[src/rtl/bcd_stopwatch_pkg.sv]
// -----------------------------------------------------------------------------
// bcd_stopwatch_pkg
// Shared definitions for the BCD stopwatch:
//   state_t       : FSM encoding (IDLE / RUN / PAUSE)
//   SEC_TENS_MAX  : highest value of the seconds-tens digit
//   DIGIT_MAX     : highest value of a plain decimal digit
//   to_bcd2()     : converts a 0..99 integer into two packed BCD digits
// -----------------------------------------------------------------------------
package bcd_stopwatch_pkg;

   typedef enum logic [1:0] {
      ST_IDLE  = 2'd0,
      ST_RUN   = 2'd1,
      ST_PAUSE = 2'd2
   } state_t;

   localparam logic [3:0] SEC_TENS_MAX = 4'd5;
   localparam logic [3:0] DIGIT_MAX    = 4'd9;

   // {tens, ones} of a value in 0..99; used at elaboration time to turn the
   // MIN_MAX parameter into a BCD compare constant.
   function automatic logic [7:0] to_bcd2(input int value);
      logic [3:0] tens;
      logic [3:0] ones;
      tens = 4'(value / 10);
      ones = 4'(value % 10);
      return {tens, ones};
   endfunction

endpackage

[src/rtl/bcd_stopwatch_digit_counter.sv]
// -----------------------------------------------------------------------------
// bcd_digit_counter
// One BCD digit that counts 0..LIMIT and rolls back to 0.
// Ports:
//   clock  : system clock
//   reset  : asynchronous active-high reset, digit -> 0
//   clr    : synchronous clear, wins over inc
//   inc    : advance by one on this edge
//   digit  : current digit value (registered)
//   carry  : combinational, high when inc is high and digit == LIMIT, i.e. this
//            digit is about to roll over and the next digit must advance
// -----------------------------------------------------------------------------
module bcd_digit_counter #(
   parameter logic [3:0] LIMIT = 4'd9
) (
   input  logic       clock,
   input  logic       reset,
   input  logic       clr,
   input  logic       inc,
   output logic [3:0] digit,
   output logic       carry
);

   logic [3:0] digit_reg;
   logic       at_limit;

   assign at_limit = (digit_reg == LIMIT);
   assign carry    = inc & at_limit;
   assign digit    = digit_reg;

   always_ff @(posedge clock or posedge reset) begin
      if (reset) begin
         digit_reg <= 4'd0;
      end else if (clr) begin
         digit_reg <= 4'd0;
      end else if (inc) begin
         digit_reg <= at_limit ? 4'd0 : digit_reg + 4'd1;
      end
   end

endmodule

[src/rtl/bcd_stopwatch.sv]
// -----------------------------------------------------------------------------
// bcd_stopwatch
// Start/stop/clear MM:SS stopwatch in BCD, counting rising edges of the
// divided clock level tick_in (sampled as data in the clock domain).
//
// Parameters:
//   MIN_MAX        : highest minute value before wrapping to 00:00 (1..99)
//   TICKS_PER_SEC  : tick_in rising edges per counted second
//
// Ports:
//   clock, reset   : system clock, asynchronous active-high reset
//   tick_in        : divided-clock level
//   start_stop     : 1-cycle pulse, toggles run / pause (starts from idle)
//   clear          : 1-cycle pulse, back to 00:00 stopped (highest priority)
//   lap            : 1-cycle pulse, display freeze toggle (LAP_HOLD_EN only)
//   sec_ones, sec_tens, min_ones, min_tens : displayed BCD digits
//   running        : high while in RUN
//   wrap           : 1-cycle pulse after the count wraps MIN_MAX:59 -> 00:00
//
// Build option:
//   LAP_HOLD_EN    : when defined, a lap pulse in RUN freezes the display
//                    while counting continues; a second lap, leaving RUN or
//                    clear releases it. When undefined lap is ignored.
// -----------------------------------------------------------------------------
module bcd_stopwatch
   import bcd_stopwatch_pkg::*;
#(
   parameter int MIN_MAX       = 59,
   parameter int TICKS_PER_SEC = 1
) (
   input  logic       clock,
   input  logic       reset,
   input  logic       tick_in,
   input  logic       start_stop,
   input  logic       clear,
   input  logic       lap,
   output logic [3:0] sec_ones,
   output logic [3:0] sec_tens,
   output logic [3:0] min_ones,
   output logic [3:0] min_tens,
   output logic       running,
   output logic       wrap
);

   localparam int         PW          = (TICKS_PER_SEC > 1) ? $clog2(TICKS_PER_SEC) : 1;
   localparam logic [7:0] MIN_MAX_BCD = to_bcd2(MIN_MAX);
   localparam logic [3:0] MIN_MAX_T   = MIN_MAX_BCD[7:4];
   localparam logic [3:0] MIN_MAX_O   = MIN_MAX_BCD[3:0];

   state_t        state_reg;
   logic          running_reg;
   logic          wrap_reg;
   logic          tick_d;
   logic [PW-1:0] presc_reg;

   logic          tick_rise;
   logic          in_run;
   logic          presc_last;
   logic          sec_step;
   logic          min_at_max;
   logic          wrap_evt;
   logic          digit_clr;

   // Live digits, index 0 = sec_ones .. 3 = min_tens
   logic [3:0]    digit_live [4];
   logic [3:0]    disp       [4];
   logic [3:0]    inc_vec;
   logic [3:0]    carry_vec;

   assign tick_rise  = tick_in & ~tick_d;
   assign in_run     = (state_reg == ST_RUN);
   assign presc_last = (presc_reg == PW'(TICKS_PER_SEC - 1));
   // Counting is decided by the current state, so a tick coinciding with
   // IDLE->RUN is dropped while one coinciding with RUN->PAUSE still counts.
   assign sec_step   = in_run & tick_rise & presc_last & ~clear;

   assign min_at_max = (digit_live[3] == MIN_MAX_T) && (digit_live[2] == MIN_MAX_O);
   // carry_vec[1] means "xx:59 and stepping", so this is MIN_MAX:59 + 1.
   assign wrap_evt   = carry_vec[1] & min_at_max;
   // A carry out of the minutes-tens digit can only coincide with the
   // MIN_MAX wrap for legal MIN_MAX; folding it in keeps the count bounded.
   assign digit_clr  = clear | wrap_evt | carry_vec[3];

   // Ripple chain: each digit advances on the carry of the one below it.
   assign inc_vec = {carry_vec[2:0], sec_step};

   genvar gi;
   generate
      for (gi = 0; gi < 4; gi++) begin : g_digit
         localparam logic [3:0] LIM = (gi == 1) ? SEC_TENS_MAX : DIGIT_MAX;
         bcd_digit_counter #(
            .LIMIT (LIM)
         ) u_digit (
            .clock (clock),
            .reset (reset),
            .clr   (digit_clr),
            .inc   (inc_vec[gi]),
            .digit (digit_live[gi]),
            .carry (carry_vec[gi])
         );
      end
   endgenerate

   // Control FSM, edge detector, prescaler and registered status outputs.
   always_ff @(posedge clock or posedge reset) begin
      if (reset) begin
         state_reg   <= ST_IDLE;
         running_reg <= 1'b0;
         wrap_reg    <= 1'b0;
         tick_d      <= 1'b0;
         presc_reg   <= '0;
      end else begin
         tick_d   <= tick_in;
         wrap_reg <= wrap_evt;
         if (clear) begin
            state_reg   <= ST_IDLE;
            running_reg <= 1'b0;
            presc_reg   <= '0;
         end else begin
            if (in_run && tick_rise) begin
               presc_reg <= presc_last ? '0 : presc_reg + PW'(1);
            end
            if (start_stop) begin
               case (state_reg)
                  ST_IDLE, ST_PAUSE: begin
                     state_reg   <= ST_RUN;
                     running_reg <= 1'b1;
                  end
                  ST_RUN: begin
                     state_reg   <= ST_PAUSE;
                     running_reg <= 1'b0;
                  end
                  default: begin
                     state_reg   <= ST_IDLE;
                     running_reg <= 1'b0;
                  end
               endcase
            end
         end
      end
   end

`ifdef LAP_HOLD_EN
   logic       freeze_reg;
   logic [3:0] hold_reg [4];
   logic       leave_run;

   // Any way out of RUN (pause or clear) drops the freeze.
   assign leave_run = in_run & (clear | start_stop);

   always_ff @(posedge clock or posedge reset) begin
      if (reset) begin
         freeze_reg <= 1'b0;
         for (int i = 0; i < 4; i++) begin
            hold_reg[i] <= 4'd0;
         end
      end else if (leave_run) begin
         freeze_reg <= 1'b0;
      end else if (in_run && lap) begin
         if (freeze_reg) begin
            freeze_reg <= 1'b0;
         end else begin
            freeze_reg <= 1'b1;
            for (int i = 0; i < 4; i++) begin
               hold_reg[i] <= digit_live[i];
            end
         end
      end
   end

   generate
      for (gi = 0; gi < 4; gi++) begin : g_disp
         assign disp[gi] = freeze_reg ? hold_reg[gi] : digit_live[gi];
      end
   endgenerate
`else
   logic lap_unused;
   assign lap_unused = lap;

   generate
      for (gi = 0; gi < 4; gi++) begin : g_disp
         assign disp[gi] = digit_live[gi];
      end
   endgenerate
`endif

   assign sec_ones = disp[0];
   assign sec_tens = disp[1];
   assign min_ones = disp[2];
   assign min_tens = disp[3];
   assign running  = running_reg;
   assign wrap     = wrap_reg;

endmodule

[config.mk]
export PLATFORM = sky130hd
export DESIGN_NAME = bcd_stopwatch
export DESIGN_NICKNAME = d
export VERILOG_FILES = /design/src/rtl/bcd_stopwatch_pkg.sv /design/src/rtl/bcd_stopwatch_digit_counter.sv /design/src/rtl/bcd_stopwatch.sv
export SDC_FILE = /design/constraint.sdc
export NUM_CORES = 1
export LEC_CHECK = 0
export CORE_MARGIN = 2
export CORE_UTILIZATION = 45
export DETAILED_ROUTE_END_ITERATION = 6
export MAX_ROUTING_LAYER = met4
export PLACE_DENSITY_LB_ADDON = 0.12
export REMOVE_ABC_BUFFERS = 1
export SLEW_MARGIN = 20
export SYNTH_ARGS = -nofsm -noshare
export SYNTH_HDL_FRONTEND = slang
export SYNTH_HIERARCHICAL = 1
export SYNTH_SLANG_ARGS = --single-unit
[constraint.sdc]
create_clock -name clock -period 2.78 [get_ports clock]
set_input_delay 0.556 -clock clock [delete_from_list [all_inputs] [get_ports clock]]
set_output_delay 0.556 -clock clock [all_outputs]
set_load 0.01 [all_outputs]
==> results of run 1 <==
==> cell families (layout without fill, tap and decap cells) <==
group           after synthesis  after routing
simple gates                 52             52
compound gates               31             31
flops                        20             20
buf+inv                      13             46
fa+ha+maj                     8              8
xor+xnor                      1              1
==> layer usage <==
layer	global-route usage, %	share of wire, %	up-vias
met4	5.00	0.87	0
li1	-	-	497
met1	24.2	48	456
met5	-	0	-
met2	31.0	49	16
met3	2.46	2.7	2
==> how the worst max path moves through the flow <==
stage	startpoint	to	slack (ps)	depth (start not counted)
floorplan	clear	g_digit[1].u_digit/digit[2]	-60	9
global placement	clear	g_digit[1].u_digit/digit[2]	60	15
detailed placement	clear	g_digit[1].u_digit/digit[2]	40	12
CTS	clear	g_digit[3].u_digit/digit[0]	360	12
global route	clear	g_digit[0].u_digit/digit[0]	160	12
finish	clear	g_digit[3].u_digit/digit[0]	380	12
==> stage by stage <==
stage                     setup slack [ps]  TNS, ps  hold WS (ps)
after floorplan                      -57.7    -57.7           322
after CTS                              361        0           547
after global placement                56.9        0           534
after global routing                   159        0           547
after detailed placement              35.6        0           542
final                                  384        0           541
==> critical path: stages <==
cell and delay [ps]:
clkdlybuf4s50_1 420, nor2_1 100, and4b_1 210, inv_1 70, nor2_1 140, nand2_1 90
nor2_1 130, buf_4 160, nand4b_1 150, o31ai_2 290, buf_4 220, a21oi_1 60
==> cells in the final DEF, fill, tap and decap left out, types with 4 or more instances in the layout <==
cell type / synthesis / final
clkdlybuf4s50_1: 0 / 22
dfrtp_1: 20 / 20
a21oi_1: 15 / 15
nand2_1: 14 / 14
inv_1: 13 / 13
nand3b_1: 13 / 13
ha_1: 8 / 8
nor2_1: 7 / 7
buf_4: 0 / 7
nand2b_1: 5 / 5
and4b_1: 4 / 4
==> power groups by stage <==
stage               sequential [W]  combinational [W]  clock (W)
floorplan                 0.000303          0.0000148          0
finish                    0.000298          0.0000347   0.000177
global route              0.000298          0.0000385   0.000201
global placement          0.000303          0.0000343          0
CTS                       0.000297          0.0000354   0.000180
detailed placement        0.000303          0.0000351          0
==> final cells by class <==
class	instances	area [µm²]
inverters	13	48.8
well taps	30	37.5
repair buffers	29	273
clock buffers	4	36.3
multi-input cells	92	608
fillers	223	951
flip-flops and latches	20	500
==> run summary, run 1 <==
Outcome -> complete, no violations
Int Power -> 0.000390 W
Synth Area in Adders -> 8.65%
Final Wtd Congestion -> 0.782
Clock skew -> 11.9 ps
HP Class -> in -> async
Largest register FFs -> 16
#FFs+latches synth -> 20
Number of setup buffers added after CTS -> 0
Post-DRT Antenna Nets -> 0
Vias in the first global route -> 908
Final period util -> 86.2%
Dpl cells -> 184
IO Port Bufs -> 22
Clk pwr share -> 34.8%
Area delta synth->final -> 29.9%
Netlist cell types -> 22
Die ar. -> 0.00299 mm²
Pin count of the biggest net entering global routing -> 12
Routed WL -> 2430 µm
Most common cell in the netlist -> dfrtp_1
GRT Residual Overflow -> 0
YS warnings -> 6
DIE WIDTH -> 54.7 µm
Max frequency -> 417 MHz
Max FO, Critical Path -> 8
Mux cell area share after synthesis -> 0%
Initial antenna violation count -> 0
# hold bufs at CTS -> 0
Count of pins over their slew limit -> 0
Mapped Avg Cell Area -> 9.26 µm²
Compound-Gate Fraction of Synth Area -> 16.6%
Initial DRC Count -> 14
Worst skew pair latency -> 310 ps
Worst-margin pin slew -> 232 ps
Post-synth top cells -> dfrtp_1 (20), a21oi_1 (15), nand2_1 (14), inv_1 (13), nand3b_1 (13)
Clock sinks -> 20
CP arrival -> 2590 ps
WP data required -> 2980 ps
Worst setup SP type -> input pin
Synth Flop Type -> dfrtp_1
Xor/xnor share of the synthesized area -> 0.757%
Synth area leader -> dfrtp_1
Ys async rst share -> 100%
Design area -> 0.00150 mm²
Worst reg2reg setup slack -> 590 ps
H-tree depth -> 1
Pleak -> 0.604 nW
Avg Vias per Cell -> 5.16
Endpoint class of the critical path -> register
Unrepaired setup endpoints after global routing -> no
Row count -> 18
Starting Density -> 47.1%
Yosys top cell area share -> 43.2%
Register area share after synthesis -> 43.2%
Comb pwr share -> 6.8%
Core footprint -> 0.00245 mm²
Setup violations, final -> 0
Reg2Reg Depth -> 10
Clock tree buffer depth -> 2
PnR Total Power -> 0.000509 W
Slew Limit Headroom -> 84.5%
TritonCTS buffer count -> 3
ANT cells -> 0
Residual DRC -> 0
Root buf cell -> clkbuf_4
Nets@finish -> 173
PwrDens -> 339 mW/mm²
Post-synth EDFFs -> 0
Largest family of logic cells by synthesized area -> simple AND/OR/NAND/NOR gates
Global-route wire length before repair -> 3970 µm
Hpwl dp -> 1820 µm
CTS tree -> built
VDD IR-drop max -> 0.226 mV
Post-Layout Cell Count -> 188
All-Layer GR Usage -> 18.8%
IO Count -> 24
R2R Path End -> g_digit[3].u_digit/digit[0]
Pre-antenna DRT Iters -> 4
Layout cells sized above 1 -> 11.4%
Vias -> 971
Post-CTS sizing -> 0
Clk pin slew, worst setup/hold paths -> 130 ps
Syn Std Cell Area -> 0.00116 mm²
Routed wire per std cell -> 12.9 µm
Post-layout util -> 61.3%
Net Switching -> 0.000119 W
Sequential share of power -> 58.4%
Sw Share -> 23.4%
Mapped Cells -> 125
Minimum clock period -> 2400 ps
Post-Synth Simple-Gate Area -> 26.5%
Reg-to-reg startpoint -> g_digit[0].u_digit/digit[0]
Dominant cells by area after synthesis -> dfrtp_1 (43%), ha_1 (8.6%), nand3b_1 (8.4%)
Final Hold Viols -> 0
Kind of critical path -> in -> reg
Die Height -> 54.7 µm
Max-cap viol count -> 0
Area post-placement -> 0.00147 mm²
No activity file was read; power rests on OpenSTA's default activity.
==> run 2: changes to the inputs <==
- CORE_UTILIZATION: 45 -> 46
- SYNTH_HIERARCHICAL: 1 -> default
- clock period: 2.78 -> 2 ns (I/O delays scaled with it)
==> run summary, run 2 <==
Outcome -> complete, no violations (unchanged)
Count of pins over their slew limit -> 0 (unchanged)
Residual DRC -> 0 (unchanged)
Max frequency -> 528 MHz
CP peak stage delay -> 530 ps (was 420 ps)
Register area share after synthesis -> 41.7% (was 43.2%)
Global-route wire length before repair -> 4660 µm (was 3970 µm)
DIE WIDTH -> 56.3 µm (was 54.7 µm)
Fin Setup TNS -> 0 ps (unchanged)
H-tree depth -> 1 (unchanged)
Worst path top cell family by delay -> buffers and inverters (unchanged)
Net Switching -> 0.000178 W (was 0.000119 W)
# hold bufs at CTS -> 0 (unchanged)
Ys async rst share -> 100% (unchanged)
Netlist cell types -> 38 (was 22)
Row count -> 18 (unchanged)
Initial DRC Count -> 22 (was 14)
CP arrival -> 2150 ps (was 2590 ps)
Pleak -> 0.684 nW (was 0.604 nW)
Post-DRT Antenna Nets -> 0 (unchanged)
Mapped Cells -> 137 (was 125)
Dpl cells -> 192 (was 184)
Clk pwr share -> 29.3% (was 34.8%)
Starting Density -> 49.5% (was 47.1%)
Final Hold Viols -> 0 (unchanged)
Clk pin slew, worst setup/hold paths -> 120 ps (was 130 ps)
IO Count -> 24 (unchanged)
Vias -> 1089 (was 971)
Mapped Avg Cell Area -> 9.19 µm² (was 9.26 µm²)
Sw Share -> 24.9% (was 23.4%)
Routed wire per std cell -> 13.7 µm (was 12.9 µm)
Worst skew pair latency -> 310 ps (about the same)
Initial antenna violation count -> 0 (unchanged)
Area delta synth->final -> 26.2% (was 29.9%)
Kind of critical path -> in -> reg (unchanged)
Max FO, Critical Path -> 5 (was 8)
#FFs+latches synth -> 21 (was 20)
Slew Limit Headroom -> 71.6% (was 84.5%)
Yosys top cell area share -> 41.7% (was 43.2%)
Comb pwr share -> 9.0% (was 6.8%)
Post-CTS sizing -> 0 (unchanged)
Synth area leader -> dfrtp_1 (unchanged)
Max-cap viol count -> 0 (unchanged)
Vias in the first global route -> 1088 (was 908)
Unrepaired setup endpoints after global routing -> no (unchanged)
HP Class -> in -> async (unchanged)
Pin count of the biggest net entering global routing -> 22 (was 12)
Pre-antenna DRT Iters -> 4 (unchanged)
Int Power -> 0.000539 W (was 0.000390 W)
TritonCTS buffer count -> 3 (unchanged)
Commonest non-fill, non-tap cell in the layout -> clkdlybuf4s50_1 (unchanged)
Clock sinks -> 21 (was 20)
Worst setup SP type -> input pin (unchanged)
Clock skew -> 10.3 ps (was 11.9 ps)
Root buf cell -> clkbuf_4 (unchanged)
Die Height -> 56.3 µm (was 54.7 µm)
Nets@finish -> 181 (was 173)
Avg Vias per Cell -> 5.56 (was 5.16)
Post-Layout Cell Count -> 196 (was 188)
All-Layer GR Usage -> 18.8% (about the same)
Number of setup buffers added after CTS -> 0 (unchanged)
WP data required -> 2250 ps (was 2980 ps)
Largest register FFs -> 16 (unchanged)
VDD IR-drop max -> 0.354 mV (was 0.226 mV)
Endpoint class of the critical path -> register (unchanged)
Synth Flop Type -> dfrtp_1 (unchanged)
Routed WL -> 2680 µm (was 2430 µm)
IO Port Bufs -> 22 (unchanged)
FILL cells -> 226 (was 223)
Final period util -> 94.7%
Clock tree buffer depth -> 2 (unchanged)
Most common cell in the netlist -> dfrtp_1 (unchanged)
Die ar. -> 0.00317 mm² (was 0.00299 mm²)
Minimum clock period -> 1890 ps
YS warnings -> 0 (was 6)
Post-synth top cells -> dfrtp_1 (21), a21oi_1 (14), nand2_1 (14), nor2_1 (14), ha_1 (8) (was dfrtp_1 (20), a21oi_1 (15), nand2_1 (14), inv_1 (13), nand3b_1 (13))
Most frequent cells in the layout -> clkdlybuf4s50_1 (22), dfrtp_1 (21), nand2_1 (14), a21oi_1 (14), nor2_1 (14) (was clkdlybuf4s50_1 (22), dfrtp_1 (20), a21oi_1 (15))
Sequential share of power -> 61.7% (was 58.4%)
GRT Residual Overflow -> 0 (unchanged)
Cells along the critical path -> clkdlybuf4s50_1, buf_4, nor4bb_1, nand3_1, a211o_1, a21oi_1 (was clkdlybuf4s50_1, nor2_1, and4b_1, inv_1, nor2_1, nand2_1, nor2_1, buf_4, nand4b_1, o31ai_2, buf_4, a21oi_1)
Worst-margin pin slew -> 421 ps (was 232 ps)
PwrDens -> 451 mW/mm² (was 339 mW/mm²)
Post-synth EDFFs -> 0 (unchanged)
Worst Path Buf+Inv -> 2 (was 4)
CTS tree -> built (unchanged)
ANT cells -> 0 (unchanged)
Hpwl dp -> 2030 µm (was 1820 µm)
Layout cells sized above 1 -> 11.4% (about the same)
Final Wtd Congestion -> 0.749 (was 0.782)
Dominant cells by area after synthesis -> dfrtp_1 (42%), ha_1 (8.0%), a21oi_1 (5.6%) (was dfrtp_1 (43%), ha_1 (8.6%), nand3b_1 (8.4%))
Setup violations, final -> 0 (unchanged)
Core footprint -> 0.00254 mm² (was 0.00245 mm²)
Syn Std Cell Area -> 0.00126 mm² (was 0.00116 mm²)
Crit-path slowest cell -> clkdlybuf4s50_1 (unchanged)
-- run 2: cell count changes after synthesis, sizes merged, moves of 3 or more --
cell,previous run,this run
mux2i,0,3
and3b,0,3
nand3b,13,2
inv,13,6
clkbuf,0,6
nand3,0,4
or3,1,6
nor2,7,14
nor4b,0,3
a21oi,18,14
-- run 2: metal layers --
metal	GRT usage [%]	part of all wire, %	up-vias
met3	2.76	2.3	4
met2	31.9	49	16
met5	-	0	-
met4	7.14	1.3	0
met1	22.5	47	518
li1	-	-	551
-- run 2: path summary, 6_finish.rpt --
kind / start / slack [ps] / cells past startpoint / endpoint
setup / recovery: clear / 110 / 6 / g_digit[0].u_digit.digit[2]
min in group clock: running / 560 / 2 / running
hold / removal: reset / 400 / 3 / g_digit[1].u_digit.digit[2]
hold reg to reg: running / 560 / 2 / running
setup reg to reg: g_digit[0].u_digit.digit[1] / 180 / 6 / g_digit[1].u_digit.digit[3]
max in group asynchronous: reset / 1380 / 3 / g_digit[2].u_digit.digit[3]
-- run 2: through the flow --
step	cell area [µm²]	utilization, %	total power, W	hold slack (ps)	setup WS [ps]
floorplan	1240	-	0.000477	377	301
global placement	1560	61.4	0.000514	528	-145
detailed placement	1560	61.4	0.000516	536	-220
CTS	1590	62.4	0.000731	403	131
global route	1590	62.4	0.000749	436	24.9
finish	1590	62.4	0.000717	398	106
-- run 2: kinds of logic after synthesis --
family | synth area share, %
fa+ha+maj | 7.95
simple gates | 30.5
compound gates | 12.2
mux | 3.28
xor+xnor | 0.696
flops | 41.7
buf+inv | 3.58
-- run 2: power by group through the flow --
stage | Clock (W) | Sequential [W] | Combinational [W]
after floorplan | 0 | 0.000450 | 0.0000276
after global placement | 0 | 0.000450 | 0.0000642
after detailed placement | 0 | 0.000450 | 0.0000654
after global routing | 0.000234 | 0.000444 | 0.0000714
after CTS | 0.000223 | 0.000442 | 0.0000662
final | 0.000210 | 0.000442 | 0.0000648
-- run 2: cell type report --
class,count,area (µm²),share of cell area (%)
clock buffer,3,22.5,1.42
clock inverter,1,5.00,0.315
inverter,6,22.5,1.42
multi-input combinational,104,688,43.3
sequential,21,526,33.1
tap,30,37.5,2.36
timing repair buffer,31,288,18.1
-- run 2: worst min-delay path: cells and delay by family --
| family | cells | cell delay, ps |
|---|---|---|
| buffers and inverters | 3 | 710 |
